## config.mk

```make
export PLATFORM = sky130hd
export DESIGN_NAME = multicycle_shifter
export DESIGN_NICKNAME = d
export VERILOG_FILES = /design/src/rtl/shifter_pkg.sv /design/src/rtl/shift_step.sv /design/src/rtl/multicycle_shifter.sv
export SDC_FILE = /design/constraint.sdc
export NUM_CORES = 1
export LEC_CHECK = 0
export CAP_MARGIN = 10
export CORE_MARGIN = 3
export CORE_UTILIZATION = 35
export DETAILED_ROUTE_END_ITERATION = 10
export PLACE_DENSITY = 0.54
export SLEW_MARGIN = 10
export SYNTH_ARGS = -nofsm -noshare
export SYNTH_HDL_FRONTEND = slang
export SYNTH_SLANG_ARGS = --single-unit
```

## constraint.sdc

```tcl
create_clock -name clk -period 3.65 [get_ports clk]
set_input_delay 0.5475 -clock clk [delete_from_list [all_inputs] [get_ports clk]]
set_output_delay 0.5475 -clock clk [all_outputs]
set_load 0.02 [all_outputs]
```

## src/rtl/shifter_pkg.sv

```systemverilog
// Shared encodings and step-size helper for the multicycle shift unit.
package shifter_pkg;

  typedef enum logic [1:0] {
    OP_SLL = 2'b00,
    OP_SRL = 2'b01,
    OP_SRA = 2'b10,
    OP_ROL = 2'b11
  } op_t;

  typedef enum logic [1:0] {
    ST_IDLE  = 2'b00,
    ST_SHIFT = 2'b01,
    ST_DONE  = 2'b10
  } state_t;

  function automatic int unsigned minStep(input int unsigned rem, input int unsigned maxStep);
    return (rem < maxStep) ? rem : maxStep;
  endfunction

endpackage

```

## src/rtl/shift_step.sv

```systemverilog
// One combinational shift pass of 0..MAX_STEP positions.
// MULTICYCLE_SHIFTER_ROTATE_EN enables rotate-left for OP_ROL; otherwise OP_ROL shifts as SLL.
module shift_step
  import shifter_pkg::*;
#(
  parameter int unsigned WORD_LENGTH = 32,
  parameter int unsigned STEP_WIDTH  = 5
) (
  input  logic [WORD_LENGTH-1:0] word,
  input  op_t                    op,
  input  logic [STEP_WIDTH-1:0]  step,
  output logic [WORD_LENGTH-1:0] result
);

  always_comb begin
    result = word << step;
    case (op)
      OP_SRL: result = word >> step;
      // Sign bit is never disturbed by >>>, so it stays equal to the original MSB.
      OP_SRA: result = $signed(word) >>> step;
`ifdef MULTICYCLE_SHIFTER_ROTATE_EN
      OP_ROL: result = (word << step) | (word >> (WORD_LENGTH - int'(step)));
`endif
      default: result = word << step;
    endcase
  end

endmodule

```

## src/rtl/multicycle_shifter.sv

```systemverilog
// Iterative shifter: up to MAX_STEP positions per clock, start/done handshake.
// Optional rotate-left for op=11 under MULTICYCLE_SHIFTER_ROTATE_EN.
module multicycle_shifter
  import shifter_pkg::*;
#(
  parameter int unsigned WORD_LENGTH = 32,
  parameter int unsigned MAX_STEP    = 4
) (
  input  logic                           clk,
  input  logic                           reset,
  input  logic                           start,
  input  logic [1:0]                     op,
  input  logic [$clog2(WORD_LENGTH)-1:0] shamt,
  input  logic [WORD_LENGTH-1:0]         data_in,
  output logic                           busy,
  output logic                           done,
  output logic [WORD_LENGTH-1:0]         data_out
);

  localparam int unsigned SHAMT_WIDTH = $clog2(WORD_LENGTH);

  state_t                 state, stateNext;
  op_t                    opReg;
  logic [WORD_LENGTH-1:0] work;
  logic [WORD_LENGTH-1:0] stepped;
  logic [SHAMT_WIDTH-1:0] rem;
  logic [SHAMT_WIDTH-1:0] stepAmt;
  logic                   load;
  logic                   lastStep;

  assign stepAmt  = SHAMT_WIDTH'(minStep(int'(rem), MAX_STEP));
  assign lastStep = (rem == stepAmt);

  shift_step #(
    .WORD_LENGTH (WORD_LENGTH),
    .STEP_WIDTH  (SHAMT_WIDTH)
  ) uStep (
    .word   (work),
    .op     (opReg),
    .step   (stepAmt),
    .result (stepped)
  );

  always_ff @(posedge clk or posedge reset) begin
    if (reset) state <= ST_IDLE;
    else       state <= stateNext;
  end

  always_comb begin
    stateNext = state;
    load      = 1'b0;
    case (state)
      ST_IDLE, ST_DONE: begin
        stateNext = ST_IDLE;
        if (start) begin
          load      = 1'b1;
          stateNext = (shamt == '0) ? ST_DONE : ST_SHIFT;
        end
      end
      ST_SHIFT: if (lastStep) stateNext = ST_DONE;
      default:  stateNext = ST_IDLE;
    endcase
  end

  assign busy = (state != ST_IDLE);
  assign done = (state == ST_DONE);

  always_ff @(posedge clk or posedge reset) begin
    if (reset) begin
      opReg    <= OP_SLL;
      work     <= '0;
      rem      <= '0;
      data_out <= '0;
    end else if (load) begin
      opReg <= op_t'(op);
      work  <= data_in;
      rem   <= shamt;
      if (shamt == '0) data_out <= data_in;
    end else if (state == ST_SHIFT) begin
      work <= stepped;
      rem  <= rem - stepAmt;
      if (lastStep) data_out <= stepped;
    end
  end

endmodule

```

==> results of run 1 <==
[stage by stage]
stage	power [uW]	cells	area (sq um)	hold WS [ps]	utilization
2_1_floorplan	5150	693	5730	537	-
3_3_place_gp	6870	920	6590	461	0.414
3_5_place_dp	6900	920	6590	469	0.414
6_report	7920	936	6890	476	0.432
4_1_cts	7830	936	6890	482	0.432
5_1_grt	8420	936	6890	501	0.432
[final timing paths]
check | startpoint | to | slack, ps | cells past startpoint
setup / recovery | rem[2] | rem[4] | 770 | 9
hold / removal | data_out[4] | data_out[4] | 480 | 2
setup reg to reg | rem[2] | rem[4] | 770 | 9
hold reg to reg | data_out[4] | data_out[4] | 480 | 2
max in group asynchronous | reset | work[26] | 2320 | 3
min in group asynchronous | reset | work[1] | 650 | 2
[layout make-up]
| class | instances | area (sq um) | area share |
|---|---|---|---|
| inverters | 7 | 26.3 | 0.00382 |
| well taps | 216 | 270 | 0.0392 |
| multi-input cells | 521 | 3480 | 0.506 |
| flip-flops and latches | 73 | 1830 | 0.265 |
| clock inverters | 2 | 10.0 | 0.00145 |
| repair buffers | 103 | 986 | 0.143 |
| clock buffers | 14 | 284 | 0.0412 |
[power by group]
part | switching, uW | internal, uW
Clock | 348 | 533
Combinational | 3040 | 1960
Sequential | 811 | 1230
[registers in the layout (all words and copies together), names as in the netlist]
signal    count
state         2
opReg         2
work         32
rem           5
data_out     32
[cells in the final DEF, fill, tap and decap left out, types with 19 or more instances in the layout]
| cell type | count |
|---|---|
| mux2i_1 | 52 |
| nand3_1 | 28 |
| nor3_1 | 19 |
| o22ai_1 | 53 |
| dfrtp_1 | 73 |
| nand2_1 | 56 |
| clkdlybuf4s50_1 | 75 |
| buf_4 | 26 |
| a21oi_1 | 65 |
| o21ai_0 | 52 |
[cell usage after synthesis, drive strengths merged (3+ instances only)]
| library cell | n |
|---|---|
| a31oi | 8 |
| nand2b | 8 |
| a211oi | 20 |
| nor3 | 21 |
| buf | 32 |
| a32oi | 3 |
| dfrtp | 73 |
| or3 | 3 |
| a221oi | 14 |
| nand3b | 3 |
| a21oi | 65 |
| nor2b | 7 |
| and2 | 3 |
| mux2i | 52 |
| a221o | 7 |
| clkbuf | 60 |
| and3 | 5 |
| a22oi | 13 |
| o221ai | 3 |
| inv | 7 |
| nand2 | 56 |
| nor2 | 17 |
| nor4 | 7 |
| mux2 | 4 |
| o31ai | 5 |
| or2 | 4 |
| or4b | 3 |
| a21o | 4 |
| o22ai | 53 |
| nor4b | 4 |
| nand3 | 28 |
| a2111oi | 4 |
| o21ai | 60 |
| ha | 3 |
[layer usage]
| metal | vias to the layer above | track usage |
|---|---|---|
| li1 | 2700 | - |
| met1 | 2980 | 0.358 |
| met2 | 351 | 0.381 |
| met3 | 38 | 0.0578 |
| met4 | 0 | 0.0960 |
| met5 | - | 0 |
[worst max-delay path: stages (launching register included)]
cell and delay (ps):
dfrtp_1 620, buf_4 260, or3_1 580, nand2_1 130, ha_1 300, nor2b_1 160, o22a_1 190, o21ai_0 170
nand2_1 80, a221o_1 290
[cells by family (layout without fill, tap and decap cells)]
logic type | after synthesis | after routing | synth area share
and+or+nand+nor | 176 | 176 | 0.169
muxes | 57 | 57 | 0.103
adders and majority gates | 3 | 3 | 0.00656
AOI/OAI and AO/OA | 284 | 284 | 0.326
DFF | 73 | 73 | 0.319
buffers and inverters | 99 | 126 | 0.0763
other | 1 | 1 | 0.000655
==> summary.md, run 1 <==
| Metric | Value |
|---|---|
| Ys async rst share | `1.00` |
| Sequential fraction of the synthesis area | `0.319` |
| Mapped Area | `5730 sq um` |
| Top FF cell, synth | `dfrtp_1` |
| Worst slack at placement | `811 ps` |
| # diodes | `0` |
| Met1 wire length | `10400 um` |
| WP data required | `3880 ps` |
| H-tree depth | `3` |
| CTS Root Cell | `clkbuf_16` |
| Clock Path Buffers | `2` |
| Fill cells | `1599` |
| Fin nets | `760` |
| Gr usage total | `0.254` |
| Core ar. | `15900 sq um` |
| First-pass GRT wire length | `35600 um` |
| Share of the synthesized area in the top cell type | `0.319` |
| Die Height | `134 um` |
| Dpl hpwl | `15400 um` |
| TritonCTS clock tree | `yes` |
| Period Utilization, post-route | `0.789` |
| Cts hold-fix bufs | `0` |
| Syn Nets | `738` |
| Max rail drop VDD | `0.000405 V` |
| Cells after Synth | `693` |
| Post-route ant nets | `0` |
| Final Hold Fails | `0` |
| Die W | `134 um` |
| Cts bufs inserted | `9` |
| F_max | `0.347 GHz` |
| Worst EP arrival | `3110 ps` |
| Pwr per Cell Area | `1150 nW/um^2` |
| WS Path Type | `reg -> reg` |
| Die area | `17900 sq um` |
| Syn avg cell area | `8.26 sq um` |
| Skew-Pair Late Insertion Delay | `350 ps` |
| Worst Hold Class | `reg -> reg` |
| Setup_tns | `0 ps` |
| Starting DRC count in detailed routing | `705` |
| Post-synth EDFFs | `0` |
| DR WL met2 | `9890 um` |
| Lkg Pwr | `0.00262 uW` |
| CP Capture Type | `flop` |
| Slew Limit Fails | `0` |
| CP Launch Type | `flop` |
| Initial antenna violation count | `0` |
| Drt via density | `6.48` |
| Post-CTS resize count | `0` |
| Least-Margin Pin Slew | `1120 ps` |
| Port bufs | `75` |
| Top post-synthesis cells by area | `dfrtp_1 (32%), mux2i_1 (9.1%), o22ai_1 (5.8%), a21oi_1 (5.7%), o21ai_0 (4.5%)` |
| Setup Fix Bufs, Post-CTS | `0` |
| Setup slack after layout | `769 ps` |
| Router iterations before antenna repair | `5` |
| Share of cells above drive strength 1 | `0.106` |
| Synth warnings | `0` |
| Vias | `6069` |
| Max_cap viols | `0` |
| Area Growth Syn to Fin | `20.3%` |
| Worst clock skew | `5.60 ps` |
| GPL Wtd Cong | `0.917` |
| Max layer used | `met4` |
| Metal3 WL | `1890 um` |
| Register bit total from synthesis | `73` |
| Finish-stage setup viols | `0` |
| Status | `completed` |
| Vias in the first global route | `5927` |
| Relative slew margins | `0.254` |
| Cell taking the most area after synthesis | `dfrtp_1` |
| Clock transition at path regs | `60 ps` |
| Row Count | `46` |
| Clk sink count | `73` |
| Pin count of the biggest net entering global routing | `41` |
| Drt total wl | `22900 um` |
| Worst-path maximum fanout | `17` |
| Synth cell types | `74` |
| Starting density of the core | `0.359` |
| Time the worst path needs with I/O delays and setup | `2880 ps` |
| Unrepaired setup endpoints after global routing | `no` |
| Avg WL per Cell | `24.4 um` |
| Io pins | `76` |
| DR DRC count | `0` |
| Gr ovfl total | `0` |
Note: power is estimated with default switching activity, not from simulation.
==> run 2, diff against run 1 <==
- clock period: 3.65 -> 2.9 ns (I/O delays scaled with it)
==> run 2 against run 1 <==
Effect of this change:
- register-to-register slack worse by 490 ps
- cell area up 2.1%
- sequential share of layout area down 0.56 points
- highest routed layer unchanged
==> summary.md, run 2 (same netlist as run 1, synthesis figures left out) <==
| Metric | Value |
|---|---|
| Vias | `6069 (unchanged)` |
| Starting density of the core | `0.359 (unchanged)` |
| CP Capture Type | `flop` |
| Drt total wl | `23000 um (+0.63%)` |
| Worst Hold Class | `reg -> reg` |
| Setup_tns | `0 ps (unchanged)` |
| Max_cap viols | `0 (unchanged)` |
| Port bufs | `75 (unchanged)` |
| Core Util, Final | `0.441 (+0.00926)` |
| Finish-stage setup viols | `0 (unchanged)` |
| Gr usage total | `0.258 (+0.00393)` |
| Status | `completed` |
| # diodes | `0 (unchanged)` |
| CP endpoint | `data_out[14]` |
| Initial antenna violation count | `0 (unchanged)` |
| Worst R2R Setup Slack | `280 ps (-490 ps)` |
| Die area | `17900 sq um (unchanged)` |
| Die Height | `134 um (unchanged)` |
| Setup Fix Bufs, Post-CTS | `0 (unchanged)` |
| Post-CTS resize count | `0 (unchanged)` |
| Pwr per Cell Area | `1450 nW/um^2 (+26%)` |
| Lkg Pwr | `0.00269 uW (+2.9%)` |
| GPL Wtd Cong | `0.946 (+3.2%)` |
| H-tree depth | `3 (unchanged)` |
| Worst clock skew | `9.04 ps (+3.44 ps)` |
| Post-route ant nets | `0 (unchanged)` |
| First-pass GRT wire length | `36000 um (+1.0%)` |
| F_max | `0.382 GHz (+10%)` |
| DR DRC count | `0 (unchanged)` |
| Pin count of the biggest net entering global routing | `74 (+80%)` |
| Dpl hpwl | `15800 um (+2.5%)` |
| Time the worst path needs with I/O delays and setup | `2620 ps (-263 ps)` |
| Router iterations before antenna repair | `6 (+1)` |
| Starting DRC count in detailed routing | `577 (-18%)` |
| TritonCTS clock tree | `yes` |
| Sequential share of power | `0.251 (-0.007)` |
| R2r endpoint | `data_out[14]` |
| Clock transition at path regs | `60 ps (about the same)` |
| Io pins | `76 (unchanged)` |
| WP data required | `3120 ps (-760 ps)` |
| Slew Limit Fails | `0 (unchanged)` |
| Row Count | `46 (unchanged)` |
| Crit. Startpoint | `rem[2]` |
| Cts hold-fix bufs | `0 (unchanged)` |
| Vias in the first global route | `5976 (+0.83%)` |
| Commonest non-fill, non-tap cell in the layout | `clkdlybuf4s50_1` |
| Unrepaired setup endpoints after global routing | `no` |
| Die W | `134 um (unchanged)` |
| Worst EP arrival | `2840 ps (-270 ps)` |
| Sw Ratio | `0.522 (-0.00762)` |
| Period Utilization, post-route | `0.903 (+0.113)` |
| Core ar. | `15900 sq um (unchanged)` |
| Clk sink count | `73 (unchanged)` |
| Avg WL per Cell | `24.3 um (-0.74%)` |
| CTS Root Cell | `clkbuf_16` |
| Register area | `1830 sq um (unchanged)` |
| Area Growth Syn to Fin | `22.9%` |
| Fill cells | `1596 (-0.19%)` |
| Drt via density | `6.40 (-1.4%)` |
| Max rail drop VDD | `0.000487 V (+20%)` |
| Logic gate share of total power | `0.638 (+0.007)` |
| CP Launch Type | `flop` |
| Clock Path Buffers | `2 (unchanged)` |
| Final Hold Fails | `0 (unchanged)` |
| Reg-to-Reg Start | `rem[2]` |
| Skew-Pair Late Insertion Delay | `350 ps (about the same)` |
| Cts bufs inserted | `9 (unchanged)` |
| Clock power share | `0.111 (about the same)` |
| Biggest regs | `data_out x32, work x32, rem x5` |
| Gr ovfl total | `0 (unchanged)` |
| Multi-input gate area | `3480 sq um (about the same)` |
| Fin nets | `773 (+1.7%)` |
| Worst R2R Path Depth | `6 (-3)` |
| Least-Margin Pin Slew | `806 ps (-311 ps)` |
| Worst-path maximum fanout | `29 (+12)` |
| Internal power | `4870 uW (+31%)` |
| WS Path Type | `reg -> reg` |
| Relative slew margins | `0.463 (+0.208)` |
| P_sw | `5330 uW (+27%)` |
| Share of cells above drive strength 1 | `0.121 (+0.0159)` |
| Most frequent cells in the layout | `clkdlybuf4s50_1 (75), dfrtp_1 (73), a21oi_1 (65)` |
==> run 2: worst min path at each step <==
| stage | cells after the start | to | startpoint | slack [ps] |
|---|---|---|---|---|
| 2_1_floorplan | 2 | opReg[1] | opReg[1] | 540 |
| 3_3_place_gp | 2 | data_out[28] | data_out[28] | 460 |
| 3_5_place_dp | 2 | data_out[28] | data_out[28] | 470 |
| 4_1_cts | 2 | data_out[28] | data_out[28] | 480 |
| 5_1_grt | 2 | data_out[28] | data_out[28] | 490 |
| 6_report | 2 | data_out[28] | data_out[28] | 470 |
==> run 2: final cells by class <==
cell class | instances | area share
Multi-Input combinational cell | 521 | 0.495
Sequential cell | 73 | 0.260
Timing Repair Buffer | 116 | 0.161
Tap cell | 216 | 0.0384
Clock buffer | 10 | 0.0340
Clock inverter | 6 | 0.00818
Inverter | 7 | 0.00374
==> run 2: routing by layer <==
layer | GRT usage | up-vias | share of wire
met2 | 0.372 | 360 | 0.43
met3 | 0.0555 | 39 | 0.092
li1 | - | 2729 | -
met4 | 0.0909 | 0 | 0.023
met5 | 0 | - | 0
met1 | 0.381 | 2941 | 0.45
==> run 2: metrics by stage <==
step / instances / cell area (sq um) / hold WS (ps) / setup slack [ps] / total power (uW)
floorplan: 693 / 5730 / 537 / 480 / 6480
detailed placement: 933 / 6740 / 470 / 341 / 8940
finish: 949 / 7030 / 474 / 282 / 10200
global route: 949 / 7030 / 495 / 184 / 10900
CTS: 949 / 7030 / 482 / 329 / 10100
global placement: 933 / 6740 / 460 / 360 / 8910
==> run 2: power by group through the flow <==
stage / Sequential, uW / Clock, uW / Combinational (uW)
6_report: 2560 / 1130 / 6500
4_1_cts: 2510 / 1160 / 6450
2_1_floorplan: 2070 / 0 / 4410
3_5_place_dp: 2520 / 0 / 6420
5_1_grt: 2640 / 1210 / 7050
3_3_place_gp: 2510 / 0 / 6390
==> run 2: critical path: stages (launching register included) <==
cell and delay (ps):
dfrtp_1 570, or4b_4 840, buf_4 280, mux2i_1 150, o21ai_0 140, nor4_2 360, a21oi_1 120
